`config.mk`:
```
export PLATFORM = sky130hd
export DESIGN_NAME = asteroid_field
export DESIGN_NICKNAME = d
export VERILOG_FILES = /design/src/rtl/field_pkg.sv /design/src/rtl/wrap_step.sv /design/src/rtl/asteroid_field.sv
export SDC_FILE = /design/constraint.sdc
export NUM_CORES = 1
export LEC_CHECK = 0
export CAP_MARGIN = 5
export CORE_MARGIN = 1.5
export CORE_UTILIZATION = 35
export CTS_CLUSTER_SIZE = 28
export DETAILED_ROUTE_END_ITERATION = 16
export SLEW_MARGIN = 40
export SYNTH_ARGS = -nofsm -noshare
export SYNTH_HDL_FRONTEND = slang
export SYNTH_HIERARCHICAL = 1
export SYNTH_SLANG_ARGS = --single-unit
```
`constraint.sdc`:
```
create_clock -name clk -period 5.9 [get_ports clk]
set_input_delay 1.475 -clock clk [delete_from_list [all_inputs] [get_ports clk]]
set_output_delay 1.475 -clock clk [all_outputs]
set_load 0.01 [all_outputs]
```
`src/rtl/field_pkg.sv`:
```
// Shared types and constants for the asteroid field renderer.
package field_pkg;

    typedef enum logic [1:0] {ST_IDLE, ST_UPDATE, ST_DONE} state_t;

    // Velocities are sign-extended into this container before the wrap adder.
    typedef logic signed [15:0] vel_t;

    // 12-bit RGB (4:4:4), indexed by slot id; entry 15 is leftmost.
    localparam logic [15:0][11:0] PALETTE = {
        12'h888, 12'h0F8, 12'hF08, 12'h8F0,
        12'h08F, 12'hF80, 12'h80F, 12'hFFF,
        12'h0FF, 12'hF0F, 12'hFF0, 12'h00F,
        12'h0F0, 12'hF00, 12'hCA4, 12'hE52
    };

endpackage

```
`src/rtl/wrap_step.sv`:
```
// One axis of object motion: pos + vel, wrapped into [0, LIM].
module wrap_step
    import field_pkg::*;
#(
    parameter int PW  = 10,
    parameter int LIM = 608
) (
    input  logic [PW-1:0] pos,
    input  vel_t          vel,
    output logic [PW-1:0] nxt
);

    localparam logic signed [31:0] LIM_S = 32'(LIM);
    localparam logic signed [31:0] SPAN  = 32'(LIM + 1);

    logic signed [31:0] sum;
    logic signed [31:0] wrapped;

    always_comb begin
        sum     = $signed({{(32-PW){1'b0}}, pos}) + 32'(vel);
        wrapped = sum;
        if (sum < 0)
            wrapped = sum + SPAN;
        else if (sum > LIM_S)
            wrapped = sum - SPAN;
        nxt = PW'(wrapped);
    end

endmodule

```
`src/rtl/asteroid_field.sv`:
```
// Object slot table with per-frame motion update, spawn/kill control and a
// 2-stage pixel hit/palette pipeline.
module asteroid_field
    import field_pkg::*;
#(
    parameter int WIDTH    = 640,
    parameter int HEIGHT   = 480,
    parameter int N_OBJ    = 8,
    parameter int OBJ_W    = 32,
    parameter int OBJ_H    = 32,
    parameter int VEL_BITS = 4
) (
    input  logic                        clk,
    input  logic                        resetN,
    input  logic [$clog2(WIDTH)-1:0]    pxl_x,
    input  logic [$clog2(HEIGHT)-1:0]   pxl_y,
    input  logic                        frame_start,
    input  logic                        spawn_valid,
    output logic                        spawn_ready,
    input  logic [$clog2(WIDTH)-1:0]    spawn_x,
    input  logic [$clog2(HEIGHT)-1:0]   spawn_y,
    input  logic signed [VEL_BITS-1:0]  spawn_vx,
    input  logic signed [VEL_BITS-1:0]  spawn_vy,
    input  logic                        kill_valid,
    input  logic [$clog2(N_OBJ)-1:0]    kill_id,
    output logic [3:0]                  Red,
    output logic [3:0]                  Green,
    output logic [3:0]                  Blue,
    output logic                        Draw,
    output logic [$clog2(N_OBJ)-1:0]    hit_id,
    output logic [N_OBJ-1:0]            active_mask
);

    localparam int XW = $clog2(WIDTH);
    localparam int YW = $clog2(HEIGHT);
    localparam int IW = $clog2(N_OBJ);
    localparam logic [XW-1:0] BOX_W = XW'(OBJ_W);
    localparam logic [YW-1:0] BOX_H = YW'(OBJ_H);

    state_t  state, state_nxt;
    logic [IW-1:0] idx, idx_nxt;

    logic [N_OBJ-1:0]                active;
    logic [N_OBJ-1:0][XW-1:0]        pos_x;
    logic [N_OBJ-1:0][YW-1:0]        pos_y;
    logic [N_OBJ-1:0][VEL_BITS-1:0]  vel_x;
    logic [N_OBJ-1:0][VEL_BITS-1:0]  vel_y;

    logic [IW-1:0] free_idx;
    logic          any_free, spawn_acc, upd_en;
    logic [XW-1:0] x_nxt;
    logic [YW-1:0] y_nxt;

    assign active_mask = active;
    assign any_free    = ~&active;
    assign spawn_acc   = spawn_valid & spawn_ready & any_free;

    always_comb begin
        free_idx = '0;
        for (int i = N_OBJ - 1; i >= 0; i--)
            if (!active[i]) free_idx = IW'(i);
    end

    always_comb begin
        state_nxt = state;
        idx_nxt   = idx;
        upd_en    = 1'b0;
        case (state)
            ST_IDLE: if (frame_start) begin
                state_nxt = ST_UPDATE;
                idx_nxt   = '0;
            end
            ST_UPDATE: begin
                // A kill landing on the visited slot suppresses its move.
                upd_en = active[idx] && !(kill_valid && kill_id == idx);
                if (int'(idx) == N_OBJ - 1) state_nxt = ST_DONE;
                else                        idx_nxt   = idx + 1'b1;
            end
            default: state_nxt = ST_IDLE;
        endcase
    end

    always_ff @(posedge clk or negedge resetN) begin
        if (!resetN) begin
            state       <= ST_IDLE;
            idx         <= '0;
            spawn_ready <= 1'b0;
        end else begin
            state       <= state_nxt;
            idx         <= idx_nxt;
            spawn_ready <= (state == ST_IDLE) && any_free;
        end
    end

    wrap_step #(.PW(XW), .LIM(WIDTH - OBJ_W)) u_wrap_x (
        .pos (pos_x[idx]),
        .vel (vel_t'($signed(vel_x[idx]))),
        .nxt (x_nxt)
    );

    wrap_step #(.PW(YW), .LIM(HEIGHT - OBJ_H)) u_wrap_y (
        .pos (pos_y[idx]),
        .vel (vel_t'($signed(vel_y[idx]))),
        .nxt (y_nxt)
    );

    // Kill is applied last so it overrides both the update and a spawn.
    always_ff @(posedge clk or negedge resetN) begin
        if (!resetN) begin
            active <= '0;
            pos_x  <= '0;
            pos_y  <= '0;
            vel_x  <= '0;
            vel_y  <= '0;
        end else begin
            if (upd_en) begin
                pos_x[idx] <= x_nxt;
                pos_y[idx] <= y_nxt;
            end
            if (spawn_acc) begin
                pos_x[free_idx]  <= spawn_x;
                pos_y[free_idx]  <= spawn_y;
                vel_x[free_idx]  <= spawn_vx;
                vel_y[free_idx]  <= spawn_vy;
                active[free_idx] <= 1'b1;
            end
            if (kill_valid)
                active[kill_id] <= 1'b0;
        end
    end

    logic [N_OBJ-1:0] hit;
    logic [IW-1:0]    hit_sel;
    logic             s1_draw;
    logic [IW-1:0]    s1_id;
    logic [11:0]      rgb;

    for (genvar g = 0; g < N_OBJ; g++) begin : g_hit
        assign hit[g] = active[g]
                     && pxl_x >= pos_x[g] && (pxl_x - pos_x[g]) < BOX_W
                     && pxl_y >= pos_y[g] && (pxl_y - pos_y[g]) < BOX_H;
    end

    always_comb begin
        hit_sel = '0;
        for (int i = N_OBJ - 1; i >= 0; i--)
            if (hit[i]) hit_sel = IW'(i);
    end

    always_ff @(posedge clk or negedge resetN) begin
        if (!resetN) begin
            s1_draw <= 1'b0;
            s1_id   <= '0;
            Draw    <= 1'b0;
            hit_id  <= '0;
            rgb     <= '0;
        end else begin
            s1_draw <= |hit;
            s1_id   <= hit_sel;
            Draw    <= s1_draw;
            hit_id  <= s1_draw ? s1_id : '0;
            rgb     <= s1_draw ? PALETTE[4'(s1_id)] : 12'h000;
        end
    end

    assign Red   = rgb[11:8];
    assign Green = rgb[7:4];
    assign Blue  = rgb[3:0];

endmodule

```
==> results of run 1 <==
[logic make-up (layout without fill, tap and decap cells)]
group	after synthesis	in the layout	share of synthesized area (%)
AOI/OAI and AO/OA	623	623	21.0
xor gates and xnor gates	52	52	2.33
adders and majority gates	185	185	11.7
buffers and inverters	345	395	7.28
DFF	245	245	30.9
muxes	235	235	12.3
and+or+nand+nor	579	579	14.4
[routing by layer]
layer | GRT usage [%] | wire (um) | up-vias
met3 | 4.61 | 6030 | 153
met2 | 38.2 | 31400 | 727
li1 | - | - | 8271
met1 | 31.0 | 29100 | 8779
met5 | 0 | 34 | -
met4 | 9.09 | 2690 | 6
[area by class of cell]
class | count | area (um^2)
inverter | 205 | 769
multi-input combinational | 1674 | 12400
clock buffer | 45 | 856
sequential | 245 | 6130
tap | 756 | 946
timing repair buffer | 139 | 1400
clock inverter | 6 | 30.0
fill | 5516 | 33700
[state kept, by name, summed over array words and instances (netlist names), 2 cells and up]
| register | count |
|---|---|
| s1_id | 3 |
| vel_x | 32 |
| pos_x | 80 |
| active_mask | 8 |
| rgb | 8 |
| pos_y | 72 |
| vel_y | 32 |
| state | 2 |
| idx | 3 |
| hit_id | 2 |
[per-stage QoR]
stage,util (%),setup WS [ps]
after global routing,40.1,131
after floorplan,-,761
after CTS,39.9,480
after detailed placement,38.4,487
final,40.1,490
after global placement,38.4,662
[critical path, cell delays in order (launching register included)]
cell and delay (ps):
dfrtp_1 750, nand2_1 280, nor2_2 210, buf_12 250
a22oi_1 120, nand4_1 180, ha_1 220, inv_1 60
fa_1 430, nor2b_1 290, o22ai_1 200, xor2_1 320
a311o_1 250, a31oi_1 100, nor4_2 270, buf_4 260
o31ai_2 80, xnor2_1 660, mux2i_1 180, a21oi_1 180
[placed cells by master, fill, tap and decap left out, drive strengths merged, types with 10 or more instances in the layout]
cell           instances
o2111ai               11
inv                  204
o31ai                 14
a31oi                 23
nand2                119
o211ai                12
ha                   183
nor4                  12
xnor2                 28
dfrtp                245
buf                   62
nor2b                 33
mux2i                164
a21oi                199
mux2                  70
nor3                  41
a211oi                18
nand2b                19
nand4                 49
a22oi                111
xor2                  24
or3                   10
o21ai                 87
clkbuf                45
nor2                 189
o21a                  19
nor3b                 12
nand3                 34
a21o                  27
clkdlybuf4s50         77
o22ai                 15
and3                  16
[worst max-delay path by stage]
stage / startpoint / endpoint / slack, ps / depth (start not counted)
6_report: idx[0] / pos_x[22] / 490 / 19
3_5_place_dp: idx[0] / pos_x[43] / 490 / 18
4_1_cts: idx[0] / pos_x[43] / 480 / 18
5_1_grt: idx[0] / pos_x[42] / 130 / 19
3_3_place_gp: idx[0] / pos_x[22] / 660 / 18
2_1_floorplan: idx[1] / pos_y[12] / 760 / 17
==> out/metrics.cfg, run 1 <==
[place]
port_buffers=78
dp_hpwl_um=49900
placement.cell_area_mm2=0.0216
gp_congestion=0.990
place_inst=3016

[min_path]
hp-start=s1_draw
holdPathEnd=Draw
worstHoldPathType=flip-flop to flip-flop
whs_path_depth=0

[synthesis]
ys_types=98
synthTopCellsByArea=dfrtp_1 (31%), ha_1 (12%), mux2i_1 (8.3%)
yosysSeqAreaShare_pct=30.9
synthMostInstantiatedCell=dfrtp_1
ys_warn_count=6
async_flop_share_pct=100
synth.avg_cell_area_um2=8.78
yosys_register_bits=245
synth.cell_area_mm2=0.0199
ys_top_cells_by_count=dfrtp_1 (245), inv_1 (204), a21oi_1 (198)
synthCells=2264
synth-edff-count=0
yosys.area.top_type=dfrtp_1
synthFlopType=dfrtp_1
synth_top_area_share_pct=30.9
synth.net_count=2503

[sta]
worst_pin_slew_ps=879
final-setup-viol-count=0
period_needed_ps=5410
fin_tns_setup_ps=0
post-route-period-util_pct=91.7
clock_skew_ps=18.7
max_freq_mhz=185
finalHoldViolations=0
hold_ws_ps=502
relSlewSlack_pct=41.0
slew_violations=0
rsz0062_at_grt=false

[global_routing]
grt_pass1_vias=17100
grt_use_total_pct=23.6
grt_max_degree=127
grt_overflow=0
grt_pass1_wl_um=105000
antenna_found_initial=3

[route]
firstDrtPassIters=6
drc=0
routedWlPerCell_um=22.6
drtIter0Drc=1901
viasPerCell=5.84
num_vias=17900
wl_um=69300
final_antenna_net_count=0

[cts]
cts_buffers=29
cts_hold_buf=0
clk_latency_ps=570
postCtsSetupRepairBufs=0
clkSlewWorstSetupHoldPaths_ps=60
cts_max_path_buffers=3
htree_levels=1
cts_resized=0
cts.sink_count=245
tritoncts=built
ctsRootBufferMaster=clkbuf_16

[floorplanning]
initial_core_util_pct=35.3
coreArea_mm2=0.0563
pin_count=79
die-height_um=241
die_w_um=241
dieArea_mm2=0.0582
rows=87

[setup_path]
worstPathRequired_ps=6390
cp.arrival_ps=5900
path_class=flip-flop to flip-flop
rrSetupSlack_ps=490
reg2reg_from=idx[0]
worst_setup_path_start_kind=flip-flop
critPathMaxFanout=27
end_kind=flip-flop
r2r_end=pos_x[22]
reg2regPathDepth=19

[cells_and_area]
nets=2533
antenna_cells=0
syn_to_final_growth_pct=13.5
design_area_mm2=0.0226
layout.cells.non_filler=3070
drive_above_1_share_pct=10.0

[job]
max_cap_violations=0

[status]
status=completed

Power of run 1 is left out: the tool's default activity adds up to more than one toggle a clock period on the data nets, which glitch-free logic cannot reach.
==> inputs of run 2 (changes only) <==
Settings changed: ABC_AREA set to 1.
==> run 2 against run 1 <==
  * Synthesized cell count increased by 45%
  * Non-clock buffer count decreased by 16
  * Final area increased by 8.3%
  * Critical path type unchanged
  * Largest cell class unchanged
==> out/metrics.cfg, run 2 <==
[route]
num_vias=22500
routedWlPerCell_um=19.9
final_antenna_net_count=0
drtIter0Drc=2590
firstDrtPassIters=6
viasPerCell=5.36
wl_um=83500
drc=0

[cells_and_area]
nets=3570
seqCellArea_mm2=0.00613
final.fill_count=6679
multi_input_area_mm2=0.0128
drive_above_1_share_pct=4.80
layout_commonest_cell=nand2_1
top_register=pos_x
final_cell_mix=nand2_1 (683), inv_1 (625), a21oi_1 (422)
reg_top3=pos_x (80), pos_y (72)
syn_to_final_growth_pct=11.9
largest_reg_flops=80

[cts]
tritoncts=built
htree_levels=1
cts_resized=0
cts_hold_buf=0
clkSlewWorstSetupHoldPaths_ps=60
cts_max_path_buffers=3
ctsRootBufferMaster=clkbuf_16
cts_buffers=29
cts.sink_count=245
postCtsSetupRepairBufs=0
clk_latency_ps=620

[job]
max_cap_violations=0

[synthesis]
synthFlopType=dfrtp_1
yosys.area_share.adder_pct=10.7
synthTopCellsByArea=dfrtp_1 (28%), nand2_1 (12%), inv_1 (11%)
ys_warn_count=6
yosysSeqAreaShare_pct=28.1
synth_compound_area_share_pct=22.0
ys_top_cells_by_count=nand2_1 (683), inv_1 (627), a21oi_1 (422)
synthXorXnorAreaFrac_pct=1.80
synth_top_area_share_pct=28.1
yosys_register_bits=245
async_flop_share_pct=100
yosys.area.top_type=dfrtp_1
ys_types=54
synth.net_count=3527
synthSimpleGateAreaFrac_pct=23.9
synth.cell_area_mm2=0.0218
synthCells=3288
synth_top_family_by_area=simple AND/OR/NAND/NOR gates
synth_mux_area_share_pct=0
synth-edff-count=0
synthMostInstantiatedCell=nand2_1
synth.avg_cell_area_um2=6.64

[sta]
fin_tns_setup_ps=0
final-setup-viol-count=0
clock_skew_ps=36.0
rsz0062_at_grt=false
slew_violations=0
relSlewSlack_pct=46.1
post-route-period-util_pct=88.1
period_needed_ps=5200
finalHoldViolations=0
worst_pin_slew_ps=808
max_freq_mhz=192

[setup_path]
worstPathRequired_ps=6380
path_class=flip-flop to flip-flop
critPathMaxFanout=14
worst_setup_path_start_kind=flip-flop
cp.arrival_ps=5680
reg2reg_from=idx[2]
end_kind=flip-flop
crit_path_start=idx[2]

[min_path]
hp-start=vel_x[21]
worstHoldPathType=flip-flop to flip-flop

[global_routing]
grt_use_total_pct=25.8
grt_pass1_vias=21100
grt_pass1_wl_um=126000
grt_max_degree=83
grt_overflow=0
antenna_found_initial=5

[status]
status=completed

[floorplanning]
die-height_um=253
rows=91
die_w_um=253
initial_core_util_pct=35.4
dieArea_mm2=0.0638
pin_count=79
coreArea_mm2=0.0617

[place]
dp_hpwl_um=63400
gp_congestion=0.987
port_buffers=78

==> run 2: cell count changes in the layout (fill, tap and decap cells not counted), sizes merged, moves of 25 or more <==
cell	delta
nand2	+581
a21oi	+224
inv	+429
a221oi	+25
o21ai	+187
mux2	-70
mux2i	-164
nand3	+142
a22oi	-85
nor2b	-33
==> run 2: final timing paths <==
| check | end | slack [ps] | depth (start not counted) |
|---|---|---|---|
| worst max-delay path | pos_x[68] | 700 | 26 |
| min in group asynchronous | rgb[10] | 850 | 1 |
| max in group asynchronous | pos_x[37] | 3910 | 2 |
| worst min-delay path | vel_x[21] | 490 | 2 |
| worst max register to register | pos_x[68] | 700 | 26 |
| worst min register to register | vel_x[21] | 490 | 2 |
==> run 2: logic make-up after synthesis <==
| logic type | Yosys count |
|---|---|
| XOR/XNOR | 44 |
| buffers and inverters | 750 |
| adder cells (fa/ha/maj) | 185 |
| flip-flops | 245 |
| AO/OA/AOI/OAI | 865 |
| AND/OR/NAND/NOR | 1199 |
==> run 2: per-layer routing <==
metal	share of wire, %	track usage (%)	vias up
met4	2.9	7.53	8
met2	44	41.1	991
met3	9.4	5.76	155
met1	43	34.8	10500
li1	-	-	10900
met5	0.061	0	-
==> run 2: layout make-up <==
type	count	area share (%)
multi-input combinational	2293	52.3
sequential	245	25.1
inverter	639	9.84
timing repair buffer	123	4.65
tap	837	4.29
clock buffer	42	3.34
clock inverter	10	0.512
antenna	1	0.0102
==> run 2: per-stage QoR <==
stage               util (%)  area (um^2)  std cells  hold slack (ps)  setup WS (ps)
detailed placement      38.0        23500       4137              474            844
global route            39.6        24400       4189              505            347
finish                  39.6        24400       4190              486            702
global placement        38.0        23500       4137              466            906
floorplan                  -        21800       3288              453           1430
CTS                     39.6        24400       4189              489            826
==> run 2: critical path: stages, from the launching register on <==
cell and delay [ps]:
dfrtp_1 500, inv_1 220, nand3_1 130, inv_1 560, buf_4 330, a22o_1 170
a221oi_1 60, nand4_1 160, ha_1 220, inv_1 60, fa_1 410, inv_1 130
nand3_1 100, nand2_1 150, nand3_1 90, nand3_1 120, nand2_1 80, nand2_1 430
inv_1 280, nand3_1 180, nand2_1 60, nand2_1 50, nand2_1 60, inv_1 220
a21oi_1 110, a21oi_1 130, inv_1 50
Power of run 2 is left out for the same reason.
